### config.mk
export PLATFORM = sky130hd
export DESIGN_NAME = adder_pipe_flat
export DESIGN_NICKNAME = d
export VERILOG_FILES = /design/src/rtl/adder_pipe_if.sv /design/src/rtl/adder_pipe.sv /design/src/flat_wrapper.sv
export SDC_FILE = /design/constraint.sdc
export NUM_CORES = 1
export LEC_CHECK = 0
export BUFFER_PORTS_ARGS = -buffer_cell sky130_fd_sc_hd__buf_2
export CORE_MARGIN = 10
export CORE_UTILIZATION = 45
export DETAILED_ROUTE_END_ITERATION = 12
export PLACE_DENSITY_LB_ADDON = 0.3
export SYNTH_ARGS = -nofsm -noshare
export SYNTH_HDL_FRONTEND = slang
export SYNTH_SLANG_ARGS = --single-unit
### constraint.sdc
create_clock -name clk -period 2.21 [get_ports clk]
set_input_delay 0.442 -clock clk [delete_from_list [all_inputs] [get_ports clk]]
set_output_delay 0.442 -clock clk [all_outputs]
set_load 0.01 [all_outputs]
### src/rtl/adder_pipe_if.sv
// adder_pipe_if -- operand/result handshake bundle for adder_pipe.
//   Request side : in_valid, in_ready, a, b, cin, sub
//   Response side: out_valid, out_ready, sum, carry, ovf
//   master = producer of operands / consumer of results (the environment)
//   slave  = the adder pipeline itself
interface adder_pipe_if #(
  parameter int WIDTH = 16
);
  logic             in_valid;
  logic             in_ready;
  logic [WIDTH-1:0] a;
  logic [WIDTH-1:0] b;
  logic             cin;
  logic             sub;
  logic             out_valid;
  logic             out_ready;
  logic [WIDTH-1:0] sum;
  logic             carry;
  logic             ovf;

  modport master (
    output in_valid, a, b, cin, sub, out_ready,
    input  in_ready, out_valid, sum, carry, ovf
  );

  modport slave (
    input  in_valid, a, b, cin, sub, out_ready,
    output in_ready, out_valid, sum, carry, ovf
  );
endinterface

### src/rtl/adder_pipe.sv
// adder_pipe -- carry-chained pipelined adder/subtractor.
//   WIDTH-bit operands are added CHUNK bits per stage (STAGES = WIDTH/CHUNK,
//   WIDTH must be a multiple of CHUNK). Latency is STAGES cycles, one result
//   per cycle, with a global stall: every register holds when the output is
//   valid and not taken.
// Ports:
//   clk   - clock, rising edge
//   rst_n - asynchronous active-low reset (clears valids and result outputs)
//   bus   - adder_pipe_if.slave: operands a/b/cin/sub with in_valid/in_ready,
//           results sum/carry/ovf with out_valid/out_ready
module adder_pipe #(
  parameter int WIDTH = 16,
  parameter int CHUNK = 4
) (
  input  logic        clk,
  input  logic        rst_n,
  adder_pipe_if.slave bus
);
  localparam int STAGES = WIDTH / CHUNK;

  logic advance;

  for (genvar k = 0; k < STAGES; k++) begin : g_stg
    // Operand bits not yet consumed when entering stage k; the low CHUNK of
    // them are this stage's slice, the rest ride along to later stages.
    localparam int RW = WIDTH - k * CHUNK;

    logic [RW-1:0]          a_in, b_in;
    logic                   c_in, v_in;
    logic [CHUNK:0]         add;
    logic [(k+1)*CHUNK-1:0] s_n, s_q;
    logic                   c_q, v_q;

    if (k == 0) begin : g_first
      // Subtract as A + ~B + (cin ^ sub): borrow-in becomes a missing +1.
      assign a_in = bus.a;
      assign b_in = bus.sub ? ~bus.b : bus.b;
      assign c_in = bus.cin ^ bus.sub;
      assign v_in = bus.in_valid;
      assign s_n  = add[CHUNK-1:0];
    end else begin : g_next
      assign a_in = g_stg[k-1].g_fwd.a_q;
      assign b_in = g_stg[k-1].g_fwd.b_q;
      assign c_in = g_stg[k-1].c_q;
      assign v_in = g_stg[k-1].v_q;
      assign s_n  = {add[CHUNK-1:0], g_stg[k-1].s_q};
    end

    assign add = {1'b0, a_in[CHUNK-1:0]} + {1'b0, b_in[CHUNK-1:0]}
               + {{CHUNK{1'b0}}, c_in};

    // Data only loads with a valid slot so bubbles leave the last result
    // visible at the output.
    always_ff @(posedge clk or negedge rst_n) begin
      if (!rst_n) begin
        v_q <= 1'b0;
        c_q <= 1'b0;
        s_q <= '0;
      end else if (advance) begin
        v_q <= v_in;
        if (v_in) begin
          c_q <= add[CHUNK];
          s_q <= s_n;
        end
      end
    end

    if (k < STAGES - 1) begin : g_fwd
      logic [RW-CHUNK-1:0] a_q, b_q;
      always_ff @(posedge clk or negedge rst_n) begin
        if (!rst_n) begin
          a_q <= '0;
          b_q <= '0;
        end else if (advance && v_in) begin
          a_q <= a_in[RW-1:CHUNK];
          b_q <= b_in[RW-1:CHUNK];
        end
      end
    end else begin : g_last
      // Carry into the MSB is recovered as sum ^ a ^ b' at that bit.
      logic ovf_q;
      always_ff @(posedge clk or negedge rst_n) begin
        if (!rst_n)
          ovf_q <= 1'b0;
        else if (advance && v_in)
          ovf_q <= add[CHUNK] ^ add[CHUNK-1] ^ a_in[CHUNK-1] ^ b_in[CHUNK-1];
      end
    end
  end

  assign advance       = bus.out_ready || !g_stg[STAGES-1].v_q;
  assign bus.in_ready  = advance;
  assign bus.out_valid = g_stg[STAGES-1].v_q;
  assign bus.sum       = g_stg[STAGES-1].s_q;
  assign bus.carry     = g_stg[STAGES-1].c_q;
  assign bus.ovf       = g_stg[STAGES-1].g_last.ovf_q;
endmodule

### src/flat_wrapper.sv
// flat-port wrapper written by rule: the top's interface ports become plain ports
module adder_pipe_flat 
#(
  parameter int WIDTH = 16,
  parameter int CHUNK = 4
)
  (clk, rst_n, bus_in_valid, bus_a, bus_b, bus_cin, bus_sub, bus_out_ready, bus_in_ready, bus_out_valid, bus_sum, bus_carry, bus_ovf);
  adder_pipe_if #(.WIDTH(WIDTH)) bus_i ();
  input  logic clk;
  input  logic rst_n;
  input wire logic [$bits(bus_i.in_valid)-1:0] bus_in_valid;
  input wire logic [$bits(bus_i.a)-1:0] bus_a;
  input wire logic [$bits(bus_i.b)-1:0] bus_b;
  input wire logic [$bits(bus_i.cin)-1:0] bus_cin;
  input wire logic [$bits(bus_i.sub)-1:0] bus_sub;
  input wire logic [$bits(bus_i.out_ready)-1:0] bus_out_ready;
  output wire logic [$bits(bus_i.in_ready)-1:0] bus_in_ready;
  output wire logic [$bits(bus_i.out_valid)-1:0] bus_out_valid;
  output wire logic [$bits(bus_i.sum)-1:0] bus_sum;
  output wire logic [$bits(bus_i.carry)-1:0] bus_carry;
  output wire logic [$bits(bus_i.ovf)-1:0] bus_ovf;
  assign bus_i.in_valid = bus_in_valid;
  assign bus_i.a = bus_a;
  assign bus_i.b = bus_b;
  assign bus_i.cin = bus_cin;
  assign bus_i.sub = bus_sub;
  assign bus_i.out_ready = bus_out_ready;
  assign bus_in_ready = bus_i.in_ready;
  assign bus_out_valid = bus_i.out_valid;
  assign bus_sum = bus_i.sum;
  assign bus_carry = bus_i.carry;
  assign bus_ovf = bus_i.ovf;
  adder_pipe #(.WIDTH(WIDTH), .CHUNK(CHUNK)) u_core (.clk(clk), .rst_n(rst_n), .bus(bus_i));
endmodule
==> flow_metrics.py, run 1 <==
metrics = {
    "global_routing": {
        "grt_max_degree": 46,
        "grt_overflow": 0,
        "grt_first_pass_wirelength_um": 13050,
        "grtUsageTotal_pct": 11.15,
        "antenna_found_initial": 0,
        "grt_pass1_vias": 2673,
    },
    "timing": {
        "period_share_pct": 91.26,
        "slew_viol_final": 0,
        "fin_hold_ws_ns": 0.06369,
        "max_freq_mhz": 495.8,
        "setup_viol": 0,
        "hold_viol": 0,
        "skew_ns": 0.009771,
        "slew_headroom_pct": 62.43,
        "fin_crit_ns": 2.017,
        "rsz0062_at_grt": "false",
        "max_slew.worst_pin.slew_ns": 0.5636,
        "finalSetupTns_ns": 0,
    },
    "final_layout": {
        "diodes": 0,
        "nets": 433,
        "num-fill-cells": 865,
        "stdcell_count": 513,
        "area_growth_pct": 12.69,
        "postLayoutCellArea_mm2": 0.005066,
        "drive_above_1_share_pct": 40.00,
    },
    "run_status": {
        "status": "finished, final reports clean",
    },
    "setup_path": {
        "startpoint_type": "flop",
        "crit_path_max_fanout": 2,
        "worstPathRequired_ns": 2.45,
        "end_kind": "flop",
        "setup.worst_path.start": "u_core.g_stg[2].g_fwd.b_q[0]$_DFFE_PN0P_",
        "crit_type": "reg2reg",
        "reg2reg_from": "u_core.g_stg[2].g_fwd.b_q[0]$_DFFE_PN0P_",
        "critPathArrivalTime_ns": 2.26,
        "ff2ff_setup_slack_ns": 0.19,
    },
    "placed_design": {
        "dp.cells": 497,
        "port_buffers": 57,
        "gp_congestion": 0.7524,
        "place_area_mm2": 0.004862,
        "dp_hpwl_um": 5498,
    },
    "logic_synthesis": {
        "synthTopCellsByArea": "dfrtp_1, mux2_4, mux2_2",
        "syn-mean-instance-area_um2": 14.18,
        "syn_area_mm2": 0.004496,
        "ys_seq_elements": 97,
        "yosysSeqAreaShare_pct": 53.99,
        "synth_area_leader_cell": "dfrtp_1",
        "ys_types": 28,
        "yosys.area.top_type_share_pct": 53.99,
        "syn_nets": 375,
        "synthCells": 317,
        "yosys_warnings": 0,
    },
    "routing": {
        "dr.pass1.iters": 4,
        "dr_total_vias": 2383,
        "drt_iter0_markers": 74,
        "vias_per_cell": 4.645,
        "postRouteWirelength_um": 7468,
        "post_drt_wl_per_cell_um": 14.56,
        "ant_nets": 0,
        "drcViolationCount": 0,
    },
    "power": {
        "power_per_cell_area_mw_per_mm2": 1417,
        "vdd_drop_max_uv": 446.7,
        "leakage_nw": 2.454,
    },
    "clocking": {
        "clk_pin_slew_ns": 0.09,
        "cts-root-buf": "clkbuf_8",
        "cts_setup_buffers": 0,
        "clock_path_buffers": 2,
        "cts_buffers": 9,
        "tritoncts_num_sinks": 97,
        "clk_latency_ns": 0.36,
        "h-tree-depth": 3,
        "cts_tree": "built",
    },
    "floorplanning": {
        "die_w_um": 120.0,
        "die_h_um": 120.0,
        "std_cell_rows": 36,
        "io_pins": 58,
        "start_util_pct": 45.99,
        "core_mm2": 0.009774,
        "dieArea_mm2": 0.01439,
    },
    "job": {
        "cap_violations": 0,
    },
    "min_path": {
        "hp-class": "in2async",
    },
}
-- synth_stat cells --
cell type	n
a211oi_1	1
a21o_1	6
a21oi_1	9
buf_2	2
buf_4	3
buf_6	4
buf_8	3
clkbuf_2	1
dfrtp_1	97
fa_1	8
ha_1	12
inv_1	9
inv_8	1
mux2_1	1
mux2_2	30
mux2_4	36
nand2_1	31
nand2_4	2
nand2_8	2
nand2b_1	2
nor2_1	3
nor2b_4	1
o21ai_0	23
o21ai_1	1
o21ai_2	1
xnor2_1	16
xor2_1	11
xor2_2	1
-- per-layer routing --
layer | share of wire [%] | global-route usage, %
met1 | 50 | 14.82
met2 | 42 | 16.27
met3 | 5.6 | 3.751
met4 | 1.7 | 4.751
met5 | 0 | 0
-- area by class of cell --
cell class	instances	area, um^2	share of cell area [%]
Clock buffer	12	145.1	2.865
Clock inverter	4	52.55	1.037
Inverter	10	45.04	0.8891
Multi-Input combinational cell	197	1907	37.64
Sequential cell	97	2427	47.91
Tap cell	133	166.4	3.285
Timing Repair Buffer	60	322.8	6.372
-- sequential cells by signal, indices dropped and copies added (netlist names), 3 cells and up --
name                    count
u_core.g_stg.g_fwd.a_q     24
u_core.g_stg.s_q           24
u_core.g_stg.g_fwd.b_q     24
u_core.g_stg.v_q            3
u_core.g_stg.c_q            3
u_core.bus.sum             16
-- final timing paths --
check	end	cells after the start
worst max-delay path	u_core.bus.ovf$_DFFE_PN0P_	8
worst min-delay path	u_core.g_stg[0].s_q[2]$_DFFE_PN0P_	1
worst max register to register	u_core.bus.ovf$_DFFE_PN0P_	8
worst min register to register	u_core.bus.sum[12]$_DFFE_PN0P_	2
max in group asynchronous	u_core.g_stg[2].s_q[4]$_DFFE_PN0P_	2
min in group clk	u_core.g_stg[0].g_fwd.a_q[4]$_DFFE_PN0P_	2
-- critical path: stages (launching register included) --
cell      delay [ns]
dfrtp_1         0.35
inv_1           0.06
fa_2            0.42
fa_1            0.40
nand2b_1        0.17
a21oi_2         0.15
xnor2_1         0.14
xnor2_1         0.13
o21ai_1         0.07
-- stage by stage --
stage	util (%)	power, W	worst slack [ns]
4_1_cts	51.77	0.007279	0.05106
3_5_place_dp	49.74	0.006113	0.06605
6_report	51.83	0.007181	0.1932
3_3_place_gp	49.74	0.005985	0.1336
2_1_floorplan	-	0.005457	0.04194
5_1_grt	51.83	0.007762	0.07836
-- repair_timing --
item | CTS | global route
endpoints found under the hold margin | 0 | 0
hold buffers | 0 | 0
setup endpoints to repair | 0 | 1
resized for setup | 0 | 2
-- layout by cell type (no fill, tap or decap) --
cell type | synthesis | layout
inv_8 | 1 | 1
fa_1 | 8 | 5
nor2_1 | 3 | 3
nand2b_1 | 2 | 2
nand2_1 | 31 | 31
mux2_1 | 1 | 1
clkbuf_8 | 0 | 10
nor2b_4 | 1 | 1
o21ai_1 | 1 | 1
buf_2 | 2 | 56
clkinvlp_4 | 0 | 3
xnor2_1 | 16 | 16
mux2_2 | 30 | 30
buf_4 | 3 | 3
xor2_1 | 11 | 11
nand2_8 | 2 | 2
inv_1 | 9 | 9
dfrtp_1 | 97 | 97
xor2_2 | 1 | 1
fa_2 | 0 | 3
bufinv_16 | 0 | 1
ha_1 | 12 | 12
a21oi_2 | 0 | 1
a21o_1 | 6 | 6
clkbuf_1 | 0 | 2
buf_12 | 0 | 1
a21oi_1 | 9 | 8
mux2_4 | 36 | 36
o21ai_0 | 23 | 23
a211oi_1 | 1 | 1
o21ai_2 | 1 | 1
nand2_4 | 2 | 2
-- report_power, final --
| part | internal, W | switching, W | leakage (nW) |
|---|---|---|---|
| clock | 0.000555 | 0.000593 | 0.0888 |
| combinational | 0.00168 | 0.00129 | 1.20 |
| sequential | 0.00258 | 0.000490 | 1.17 |
-- kinds of logic after synthesis --
group	Yosys count	share of synthesized area (%)
simple gates	41	4.815
compound gates	41	5.037
mux	67	19.79
buf+inv	23	3.840
xor+xnor	28	5.622
flops	97	53.99
fa+ha+maj	20	6.902
Power figures use the tool's default switching activity.
==> run 2, diff against run 1 <==
CELL_PAD_IN_SITES_DETAIL_PLACEMENT = 1   (was default)
CELL_PAD_IN_SITES_GLOBAL_PLACEMENT = 2   (was default)
CORE_UTILIZATION = 40   (was 45)
==> run 2 against run 1 <==
Die area up 10%. Clock skew down 0.0021 ns. Critical path type unchanged. Sequential power about the same. Maximum frequency down 1.5%. Critical path depth unchanged. Utilization down 4.5 points. Critical endpoint unchanged. Combinational power about the same. Non-clock buffer count up 1.
==> flow_metrics.py, run 2 (synthesized netlist as in run 1, its figures left out) <==
metrics = {
    "final_layout": {
        "diodes": 0,
        "final_core_utilization_pct": 47.38,
        "final_cell_mix": "dfrtp_1, buf_2, mux2_4, nand2_1, mux2_2",
        "postLayoutCellArea_mm2": 0.005181,
        "reg_top3": "u_core.g_stg.g_fwd.a_q (24), u_core.g_stg.g_fwd.b_q (24), u_core.g_stg.s_q (24)",
        "num-fill-cells": 1136,
        "final_common_cell": "dfrtp_1",
        "nets": 434,
        "area_growth_pct": 15.25,
        "drive_above_1_share_pct": 40.42,
    },
    "timing": {
        "hold_viol": 0,
        "period_share_pct": 92.64,
        "fin_hold_ws_ns": 0.04130,
        "max_slew.worst_pin.slew_ns": 0.4250,
        "rsz0062_at_grt": "false",
        "finalSetupTns_ns": 0,
        "slew_headroom_pct": 71.67,
        "fin_crit_ns": 2.047,
        "final.setup.worst_slack_ns": 0.1628,
        "setup_viol": 0,
        "max_freq_mhz": 488.5,
        "skew_ns": 0.007698,
        "slew_viol_final": 0,
    },
    "setup_path": {
        "critPathArrivalTime_ns": 2.26,
        "crit_path_max_fanout": 2,
        "startpoint_type": "flop",
        "crit_type": "reg2reg",
        "end_kind": "flop",
        "worstPathRequired_ns": 2.42,
    },
    "placed_design": {
        "gp_congestion": 0.7319,
        "place_area_mm2": 0.004878,
        "post-place-ws_ns": 0.06479,
        "dp_hpwl_um": 6110,
        "port_buffers": 57,
    },
    "clocking": {
        "cts_buffers": 9,
        "tritoncts_num_sinks": 97,
        "clk_latency_ns": 0.34,
        "cts-root-buf": "clkbuf_16",
        "cts_resized": 0,
        "cts_setup_buffers": 0,
        "clk_pin_slew_ns": 0.07,
        "cts_tree": "built",
        "clock_path_buffers": 2,
        "hold_buffers": 0,
        "h-tree-depth": 3,
    },
    "power": {
        "p_clk_share_pct": 20.3,
        "power_per_cell_area_mw_per_mm2": 1473,
        "swShare_pct": 32.31,
        "comb_power_share_pct": 39.2,
        "leakage_nw": 2.519,
        "internal_power_w": 0.005167,
        "netSwitchingPower_w": 0.002466,
        "seqPwrFrac_pct": 40.4,
        "vdd_drop_max_uv": 655.7,
    },
    "global_routing": {
        "grt_pass1_vias": 2792,
        "grt_overflow": 0,
        "antenna_found_initial": 0,
        "grt_first_pass_wirelength_um": 14460,
        "grtUsageTotal_pct": 11.04,
        "grt_max_degree": 48,
    },
    "floorplanning": {
        "die_h_um": 126.0,
        "die_w_um": 126.0,
        "std_cell_rows": 38,
        "io_pins": 58,
        "start_util_pct": 41.11,
        "core_mm2": 0.01094,
        "dieArea_mm2": 0.01588,
    },
    "routing": {
        "postRouteWirelength_um": 8328,
        "drt_iter0_markers": 116,
        "dr.pass1.iters": 4,
        "post_drt_wl_per_cell_um": 15.98,
        "vias_per_cell": 4.706,
        "dr_total_vias": 2452,
        "ant_nets": 0,
        "drcViolationCount": 0,
    },
    "job": {
        "cap_violations": 0,
    },
    "min_path": {
        "hp-class": "in2async",
    },
    "run_status": {
        "status": "finished, final reports clean",
    },
}
run 2: cell types whose count changed in the layout (fill, tap and decap cells not counted), sizes merged:
cell,delta
clkinvlp,-3
clkinv,+3
buf,+1
inv,+1
clkbuf,-1
run 2: critical path, cell delays in order (launching register included):
cell and delay, ns:
dfrtp_1 0.35, inv_1 0.06, fa_1 0.48, fa_2 0.37
nand2b_1 0.16, a21oi_2 0.16, xnor2_1 0.14, xnor2_1 0.14
o21ai_1 0.07
run 2: layer usage:
metal / vias to the layer above / global-route usage [%] / share of wire, %
met5: - / 0 / 0
met4: 0 / 4.421 / 1.1
met3: 4 / 3.607 / 4.9
met2: 39 / 16.95 / 46
met1: 1219 / 14.08 / 48
li1: 1190 / - / -
run 2: power by group through the flow:
stage | sequential, W | combinational, W | clock, W
after global placement | 0.00308 | 0.00294 | 0
after detailed placement | 0.00313 | 0.00305 | 0
after CTS | 0.00310 | 0.00307 | 0.00161
after floorplan | 0.00304 | 0.00241 | 0
final | 0.00309 | 0.00300 | 0.00155
after global routing | 0.00321 | 0.00335 | 0.00167
run 2: area by class of cell:
cell class	instances	area, um^2	share of cell area (%)
flip-flops and latches	97	2427	46.85
multi-input cells	197	1907	36.80
repair buffers	61	330.3	6.375
clock buffers	11	242.7	4.685
well taps	140	175.2	3.381
clock inverters	5	53.80	1.038
inverters	10	45.04	0.8694
run 2: stage by stage:
stage,std cells,power [W]
global route,521,0.008232
finish,521,0.007634
CTS,521,0.007782
global placement,505,0.006019
floorplan,317,0.005457
detailed placement,505,0.006184
run 2: path summary, 6_finish.rpt:
path	startpoint	to	slack, ns	cells after the start
max in group asynchronous	rst_n	u_core.bus.sum[10]$_DFFE_PN0P_	1.54	2
setup reg to reg	u_core.g_stg[2].g_fwd.b_q[0]$_DFFE_PN0P_	u_core.bus.ovf$_DFFE_PN0P_	0.16	8
min in group clk	bus_a[10]	u_core.g_stg[0].g_fwd.a_q[6]$_DFFE_PN0P_	0.33	2
hold / removal	rst_n	u_core.bus.sum[4]$_DFFE_PN0P_	0.04	1
setup / recovery	u_core.g_stg[2].g_fwd.b_q[0]$_DFFE_PN0P_	u_core.bus.ovf$_DFFE_PN0P_	0.16	8
hold reg to reg	u_core.bus.sum[14]$_DFFE_PN0P_	u_core.bus.sum[14]$_DFFE_PN0P_	0.48	2
